$ cat src/rtl/fade_pkg.sv
// Shared types and constants for the filter crossfade scheduler.
package fade_pkg;

    localparam int ID_W  = 3;
    localparam int CNT_W = 8;

    localparam logic [2:0] TRANS_MAX = 3'd7;

    typedef enum logic [1:0] {
        IDLE,
        ARM,
        RAMP,
        ABORT
    } fadeState_t;

endpackage : fade_pkg

$ cat src/rtl/sof_detect.sv
// Start-of-frame detector: flags the first cycle the active-low vsync is seen low.
module sof_detect (
    input  logic iclk,
    input  logic irst,
    input  logic iVsync,
    output logic sof
);

    logic vsD;

    // Remember last cycle's vsync; it resets high so a low vsync out of reset reads as an edge.
    always_ff @(posedge iclk or posedge irst) begin
        if (irst) begin
            vsD <= 1'b1;
        end else begin
            vsD <= iVsync;
        end
    end

    assign sof = vsD & ~iVsync;

endmodule : sof_detect

$ cat src/rtl/filter_fade_sched.sv
// Frame-synchronous crossfade scheduler driving the VGA combiner's slt/iTrans
// controls and the current/incoming filter selection. All visible control
// changes are made on start-of-frame so a blend never tears mid-frame.
module filter_fade_sched
    import fade_pkg::*;
#(
    parameter int unsigned FRAMES_PER_STEP = 4,
    parameter int unsigned INIT_ID         = 0
) (
    input  logic            iclk,
    input  logic            irst,
    input  logic            iVsync,
    input  logic            iReq,
    input  logic [ID_W-1:0] iReq_id,
    input  logic            iAbort,
    output logic            oSlt,
    output logic [2:0]      oTrans,
    output logic [ID_W-1:0] oCur_id,
    output logic [ID_W-1:0] oNext_id,
    output logic            oBusy,
    output logic            oDone
);

    localparam logic [CNT_W-1:0] STEP_LAST = CNT_W'(FRAMES_PER_STEP - 1);
    localparam logic [ID_W-1:0]  ID_RESET  = ID_W'(INIT_ID);

    fadeState_t       state, stateNext;
    logic [CNT_W-1:0] cnt, cntNext;
    logic             qValid, qValidNext;
    logic [ID_W-1:0]  qId, qIdNext;
    logic             sltNext;
    logic [2:0]       transNext;
    logic [ID_W-1:0]  curNext, nextIdNext;
    logic             doneNext;
    logic             sof;

    sof_detect uSofDetect (
        .iclk   (iclk),
        .irst   (irst),
        .iVsync (iVsync),
        .sof    (sof)
    );

    // State, queue, step counter and every output are registered here so the combiner sees glitch-free controls.
    always_ff @(posedge iclk or posedge irst) begin
        if (irst) begin
            state    <= IDLE;
            cnt      <= '0;
            qValid   <= 1'b0;
            qId      <= '0;
            oSlt     <= 1'b1;
            oTrans   <= 3'd0;
            oCur_id  <= ID_RESET;
            oNext_id <= ID_RESET;
            oBusy    <= 1'b0;
            oDone    <= 1'b0;
        end else begin
            state    <= stateNext;
            cnt      <= cntNext;
            qValid   <= qValidNext;
            qId      <= qIdNext;
            oSlt     <= sltNext;
            oTrans   <= transNext;
            oCur_id  <= curNext;
            oNext_id <= nextIdNext;
            oBusy    <= (stateNext != IDLE);
            oDone    <= doneNext;
        end
    end

    // Next-state logic: abort beats any same-cycle request, and IDLE prefers a fresh request over the queued one.
    always_comb begin
        stateNext  = state;
        cntNext    = cnt;
        qValidNext = qValid;
        qIdNext    = qId;
        sltNext    = oSlt;
        transNext  = oTrans;
        curNext    = oCur_id;
        nextIdNext = oNext_id;
        doneNext   = 1'b0;

        unique case (state)
            IDLE: begin
                sltNext   = 1'b1;
                transNext = 3'd0;
                if (iReq && (iReq_id != oCur_id)) begin
                    nextIdNext = iReq_id;
                    qValidNext = 1'b0;
                    stateNext  = ARM;
                end else if (qValid) begin
                    qValidNext = 1'b0;
                    if (qId != oCur_id) begin
                        nextIdNext = qId;
                        stateNext  = ARM;
                    end
                end
            end

            ARM: begin
                if (iAbort) begin
                    qValidNext = 1'b0;
                    stateNext  = ABORT;
                end else begin
                    if (iReq) begin
                        qValidNext = 1'b1;
                        qIdNext    = iReq_id;
                    end
                    if (sof) begin
                        sltNext   = 1'b0;
                        transNext = 3'd0;
                        cntNext   = '0;
                        stateNext = RAMP;
                    end
                end
            end

            RAMP: begin
                if (iAbort) begin
                    qValidNext = 1'b0;
                    stateNext  = ABORT;
                end else begin
                    if (iReq) begin
                        qValidNext = 1'b1;
                        qIdNext    = iReq_id;
                    end
                    if (sof) begin
                        if (cnt < STEP_LAST) begin
                            cntNext = cnt + 1'b1;
                        end else begin
                            cntNext = '0;
                            if (oTrans < TRANS_MAX) begin
                                transNext = oTrans + 3'd1;
                            end else begin
                                curNext   = oNext_id;
                                sltNext   = 1'b1;
                                transNext = 3'd0;
                                doneNext  = 1'b1;
                                stateNext = IDLE;
                            end
                        end
                    end
                end
            end

            ABORT: begin
                if (iReq) begin
                    qValidNext = 1'b1;
                    qIdNext    = iReq_id;
                end
                if (sof) begin
                    sltNext    = 1'b1;
                    transNext  = 3'd0;
                    nextIdNext = oCur_id;
                    stateNext  = IDLE;
                end
            end

            default: begin
                stateNext = IDLE;
            end
        endcase
    end

endmodule : filter_fade_sched

$ cat config.mk
export PLATFORM = sky130hd
export DESIGN_NAME = filter_fade_sched
export DESIGN_NICKNAME = d
export VERILOG_FILES = /design/src/rtl/fade_pkg.sv /design/src/rtl/sof_detect.sv /design/src/rtl/filter_fade_sched.sv
export SDC_FILE = /design/constraint.sdc
export NUM_CORES = 1
export LEC_CHECK = 0
export ABC_AREA = 0
export CAP_MARGIN = 20
export CORE_ASPECT_RATIO = 0.7
export CORE_MARGIN = 8
export CORE_UTILIZATION = 45
export CTS_CLUSTER_SIZE = 30
export DETAILED_ROUTE_END_ITERATION = 10
export PLACE_DENSITY = 0.67
export SYNTH_ARGS = -nofsm -noshare
export SYNTH_HDL_FRONTEND = slang
export SYNTH_HIERARCHICAL = 1
export SYNTH_SLANG_ARGS = --single-unit
$ cat constraint.sdc
create_clock -name iclk -period 4.85 [get_ports iclk]
set_input_delay 0.97 -clock iclk [delete_from_list [all_inputs] [get_ports iclk]]
set_output_delay 0.97 -clock iclk [all_outputs]
set_load 0.005 [all_outputs]
==> results of run 1 <==
routing by layer:
metal | share of wire | wire (µm) | track usage
met5 | 0 | 0 | 0
met4 | 0.0070 | 23 | 0.0341
met1 | 0.49 | 1610 | 0.162
met3 | 0.044 | 144 | 0.0385
met2 | 0.46 | 1520 | 0.202
tightest hold or removal path, delay by kind of cell, from the launching register on:
kind,cells,cell delay (ns)
buffers and inverters,1,0.04
DFF,1,0.38
muxes,1,0.06
sequential cells by signal (all words and copies together), names as in the netlist:
signal / cells
oBusy: 1
oNext_id: 3
cnt: 8
oDone: 1
qId: 3
qValid: 1
uSofDetect/vsD: 1
oTrans: 3
oSlt: 1
oCur_id: 3
state: 2
cell usage after synthesis, types with 2 or more instances:
cell type / n / share of area
dfrtp_1: 25 / 0.39
nor2_1: 11 / 0.026
nand2_1: 10 / 0.023
inv_1: 8 / 0.019
a21oi_1: 6 / 0.019
ha_1: 6 / 0.047
nor3_1: 6 / 0.019
o21ai_1: 6 / 0.019
xor2_1: 6 / 0.033
mux2_1: 4 / 0.028
o21a_1: 4 / 0.019
o21ai_0: 4 / 0.012
and2_1: 3 / 0.012
buf_2: 3 / 0.0094
mux2_4: 3 / 0.028
nand3_1: 3 / 0.0094
nand4_1: 3 / 0.012
nor3b_1: 3 / 0.014
xnor2_1: 3 / 0.016
and3_1: 2 / 0.0078
buf_6: 2 / 0.014
dfstp_2: 2 / 0.033
mux2_2: 2 / 0.014
mux2i_1: 2 / 0.012
nor2b_4: 2 / 0.017
o2111ai_1: 2 / 0.011
o211ai_1: 2 / 0.0094
o311a_1: 2 / 0.012
o31ai_2: 2 / 0.016
cell type report:
cell class                 count  area [µm²]
tap                           50        62.6
clock buffer                   3        41.3
sequential                    27         678
inverter                       8        30.0
fill                         324        1580
multi-input combinational    114         852
timing repair buffer          20         218
clock inverter                 1        7.51
power by group:
part | switching [µW] | total, µW | leakage, µW | internal, µW
Clock | 71.6 | 130 | 0.0000217 | 58.3
Sequential | 52.8 | 338 | 0.000351 | 285
Combinational | 237 | 455 | 0.000432 | 218
cell families (layout without fill, tap and decap cells):
logic type / after synthesis / count (layout) / synth area share
compound gates: 39 / 39 / 0.176
xor+xnor: 9 / 9 / 0.0491
fa+ha+maj: 6 / 6 / 0.0468
buf+inv: 14 / 32 / 0.0468
flops: 27 / 27 / 0.422
mux: 11 / 11 / 0.0826
simple gates: 49 / 49 / 0.176
final timing paths:
path / start / endpoint / slack [ns] / depth (start not counted)
max: iVsync / oCur_id[1] / 2.33 / 6
min: oSlt / oSlt / 0.47 / 2
max reg2reg: state[0] / oNext_id[2] / 2.80 / 5
min reg2reg: oSlt / oSlt / 0.47 / 2
max in group asynchronous: irst / oSlt / 3.25 / 3
min in group asynchronous: irst / uSofDetect/vsD / 1.02 / 2
stage by stage:
step / instance area [µm²] / hold WS, ns
2_1_floorplan: 1610 / 0.457
3_3_place_gp: 1810 / 0.462
3_5_place_dp: 1810 / 0.467
4_1_cts: 1860 / 0.482
5_1_grt: 1890 / 0.517
6_report: 1890 / 0.474
==> flow_summary.ini, run 1 <==
[run_status]
outcome = completed

[global_route]
grt_max_degree = 27
first_global_vias = 1228
grt_remaining_overflow = 0
antenna_found_initial = 0
grt_pass1_wl_um = 5790
track_usage = 0.126

[cells_and_area]
area_growth_pct = 17.7
final_nets = 188
stdcell_count = 223
fin_util = 0.545
layout_commonest_cell = dfrtp_1
drive_gt1_frac = 0.104
layout_common_cells = 25 x dfrtp_1, 19 x clkdlybuf4s50_1, 11 x nor2_1, 10 x nand2_1, 8 x inv_1
n_antenna_cell = 0

[sta]
drv_slew = 0
fin_ws_ns = 2.33
hold_viol_final = 0
fmax_mhz = 397
post-route-period-util = 0.519
fin_tns_setup_ns = 0
rsz0062_at_grt = false
setup-violations-final = 0
slew_headroom = 0.613
min_period_ns = 2.52
tightestPinTransition_ns = 0.581
fin_skew_ns = 0.00646

[placed_design]
dpl.cell_count = 218
portBuffers = 19
gp_congestion = 0.816
place_ws_ns = 2.04
dp_hpwl_um = 2510

[drt]
antenna_left = 0
via_per_inst = 5.50
drt-total-wl_um = 3300
drt_iter0_markers = 51
vias = 1227
drtPass1Iterations = 4
wl_per_cell_um = 14.8
drc = 0

[cts]
cts.sinks = 27
clkSlewWorstSetupHoldPaths_ns = 0.10
cts-buffers-inserted = 3
cts_tree = yes
cts_setup_buffers = 0
ctsResizeCount = 0
hold_buffers = 0
root_buffer = clkbuf_8
ctsLongestPathBuffers = 2
htreeDepth = 1
insertion_delay_ns = 0.27

[yosys]
syn_nets = 169
synth-seq-cells = 27
synthArstFlopShare = 1.00
ys.flop_type = dfrtp_1
ys.warnings.count = 6
synthCells = 155
synth_area_um2 = 1610
synth_edf_count = 0
ys_types = 47
synth_seq_area_share = 0.422
syn_area_per_cell_um2 = 10.4

[floorplanning]
die_area_um2 = 5760
start_util = 0.463
die_w_um = 87.4
core_area_um2 = 3470
die_h_um = 66.0
pin_count = 20
row_count = 18

[power]
report.power.total_uw = 923
ir_drop_uv = 323
p_per_area_nw_per_um2 = 488
p_leak_uw = 0.000805

[critical_path]
crit_family = simple AND/OR/NAND/NOR gates
path_cells = clkdlybuf4s50_1 > nor2b_4 > nand4_1 > a21oi_1 > and3_1 > mux2_4
cp_num_buf_inv = 1
start_kind = primary input
cp.arrival_ns = 2.69
cp_slowest_cell = clkdlybuf4s50_1
worst_ep_required_time_ns = 5.02
cpPeakStageDelay_ns = 0.46
worstSetupPathType = primary input to flip-flop
critPathCaptureType = flip-flop
crit_fanout = 6

[hold_path]
hp-class = flip-flop to flip-flop

[flow_run]
max_cap_violations = 0
Power figures use the tool's default switching activity.
==> run 2, diff against run 1 <==
--- a/config.mk
+++ b/config.mk
@@ -12,7 +12,7 @@
 export CORE_UTILIZATION = 45
 export CTS_CLUSTER_SIZE = 30
 export DETAILED_ROUTE_END_ITERATION = 10
-export PLACE_DENSITY = 0.67
+export PLACE_DENSITY = 0.69
 export SYNTH_ARGS = -nofsm -noshare
 export SYNTH_HDL_FRONTEND = slang
 export SYNTH_HIERARCHICAL = 1
==> constraint.sdc (replaced) <==
create_clock -name iclk -period 2.2 [get_ports iclk]
set_input_delay 0.44 -clock iclk [delete_from_list [all_inputs] [get_ports iclk]]
set_output_delay 0.44 -clock iclk [all_outputs]
set_load 0.005 [all_outputs]
==> run 2 against run 1 <==
  * Cell count grew 3.1%
  * Largest power group unchanged
  * Highest routed layer unchanged
  * Global-route usage rose by 0.84 points
  * Count of clock-buffer cells in the layout is the same
  * Cell area up 1.6%
  * Total power increased by 130%
==> flow_summary.ini, run 2 (synthesis gave the netlist of run 1 again) <==
[cells_and_area]
n_antenna_cell = 0
multi_input_area_um2 = 852
stdcell_count = 230
largest_reg_flops = 8
area_growth_pct = 19.6
seq_area_um2 = 678
fillers = 319
final_nets = 195
layout_commonest_cell = dfrtp_1
layout_common_cells = 25 x dfrtp_1, 19 x clkdlybuf4s50_1, 11 x nor2_1, 10 x nand2_1
fin_area_um2 = 1920
drive_gt1_frac = 0.139
top_register = cnt

[sta]
min_period_ns = 1.99
rsz0062_at_grt = false
hold_ws_ns = 0.472
tightestPinTransition_ns = 0.476
slew_headroom = 0.675
setup-violations-final = 0
fin_ws_ns = 0.208
hold_viol_final = 0
post-route-period-util = 0.906
fin_skew_ns = 0.00544
fmax_mhz = 502
fin_tns_setup_ns = 0
drv_slew = 0

[floorplanning]
die_h_um = 66.0
core_area_um2 = 3470
row_count = 18
die_area_um2 = 5760
start_util = 0.463
die_w_um = 87.4
pin_count = 20

[global_route]
track_usage = 0.135
grt_pass1_wl_um = 6220
grt_max_degree = 27
grt_remaining_overflow = 0
antenna_found_initial = 0
first_global_vias = 1289

[critical_path]
cp_slowest_cell = a2111oi_0
cp_num_buf_inv = 0
path_cells = ha_1 > nor4bb_1 > a2111oi_0 > nand3_1 > mux2_1
cpPeakStageDelay_ns = 0.49
start_kind = flip-flop
worst_ep_required_time_ns = 2.36
crit_family = compound AO/OA/AOI/OAI gates
critPathLaunch = state[0]
critPathCaptureType = flip-flop
crit_fanout = 7
reg2reg_from = state[0]
cp.arrival_ns = 2.15
worstSetupPathType = flip-flop to flip-flop

[placed_design]
gp_congestion = 0.872
placed_area_um2 = 1870
portBuffers = 19
dpl.cell_count = 226
dp_hpwl_um = 2770
place_ws_ns = -0.0120

[flow_run]
max_cap_violations = 0

[cts]
insertion_delay_ns = 0.27
cts_tree = yes
cts_setup_buffers = 0
cts.sinks = 27
htreeDepth = 1
ctsResizeCount = 0
root_buffer = clkbuf_8
clkSlewWorstSetupHoldPaths_ns = 0.09
cts-buffers-inserted = 3
ctsLongestPathBuffers = 2
hold_buffers = 0

[run_status]
outcome = completed

[power]
p_leak_uw = 0.000836
p_per_area_nw_per_um2 = 1090
ir_drop_uv = 541

[hold_path]
hp-class = flip-flop to flip-flop
hold_start = oSlt

[drt]
wl_per_cell_um = 15.6
via_per_inst = 5.49
vias = 1263
drtPass1Iterations = 4
drc = 0
antenna_left = 0
drt_iter0_markers = 118
drt-total-wl_um = 3580
-- run 2: where the power goes --
group,internal (µW),switching [µW],leakage [µW]
clock,127,151,0.0000255
combinational,507,554,0.000459
sequential,629,117,0.000351
-- run 2: cell type report --
cell class / instances / area share
well taps: 50 / 0.0326
inverters: 8 / 0.0156
clock buffers: 3 / 0.0215
multi-input cells: 114 / 0.444
flip-flops and latches: 27 / 0.353
repair buffers: 27 / 0.130
clock inverters: 1 / 0.00261
-- run 2: worst paths after layout --
| path | end | slack [ns] | cells past startpoint |
|---|---|---|---|
| setup / recovery | oNext_id[2] | 0.21 | 5 |
| hold / removal | oSlt | 0.47 | 2 |
| setup reg to reg | oNext_id[2] | 0.21 | 5 |
| hold reg to reg | oSlt | 0.47 | 2 |
| max in group asynchronous | oSlt | 1.34 | 3 |
| min in group asynchronous | uSofDetect/vsD | 0.50 | 2 |
-- run 2: per-stage QoR --
stage	power, µW	utilization
finish	2080	0.553
detailed placement	1800	0.540
global route	2250	0.553
CTS	2090	0.553
floorplan	1450	-
global placement	1760	0.540
-- run 2: per-layer routing --
metal  global-route usage  up-vias  share of wire
met3               0.0298        2          0.055
met1                0.188      614           0.51
met5                    0        -              0
li1                     -      612              -
met4               0.0277        0         0.0084
met2                0.207       35           0.43
-- run 2: worst reg2reg max path: stages, from the launching register on --
cell and delay [ns]:
dfrtp_1 0.44, ha_1 0.34, nor4bb_1 0.09, a2111oi_0 0.49
nand3_1 0.20, mux2_1 0.32
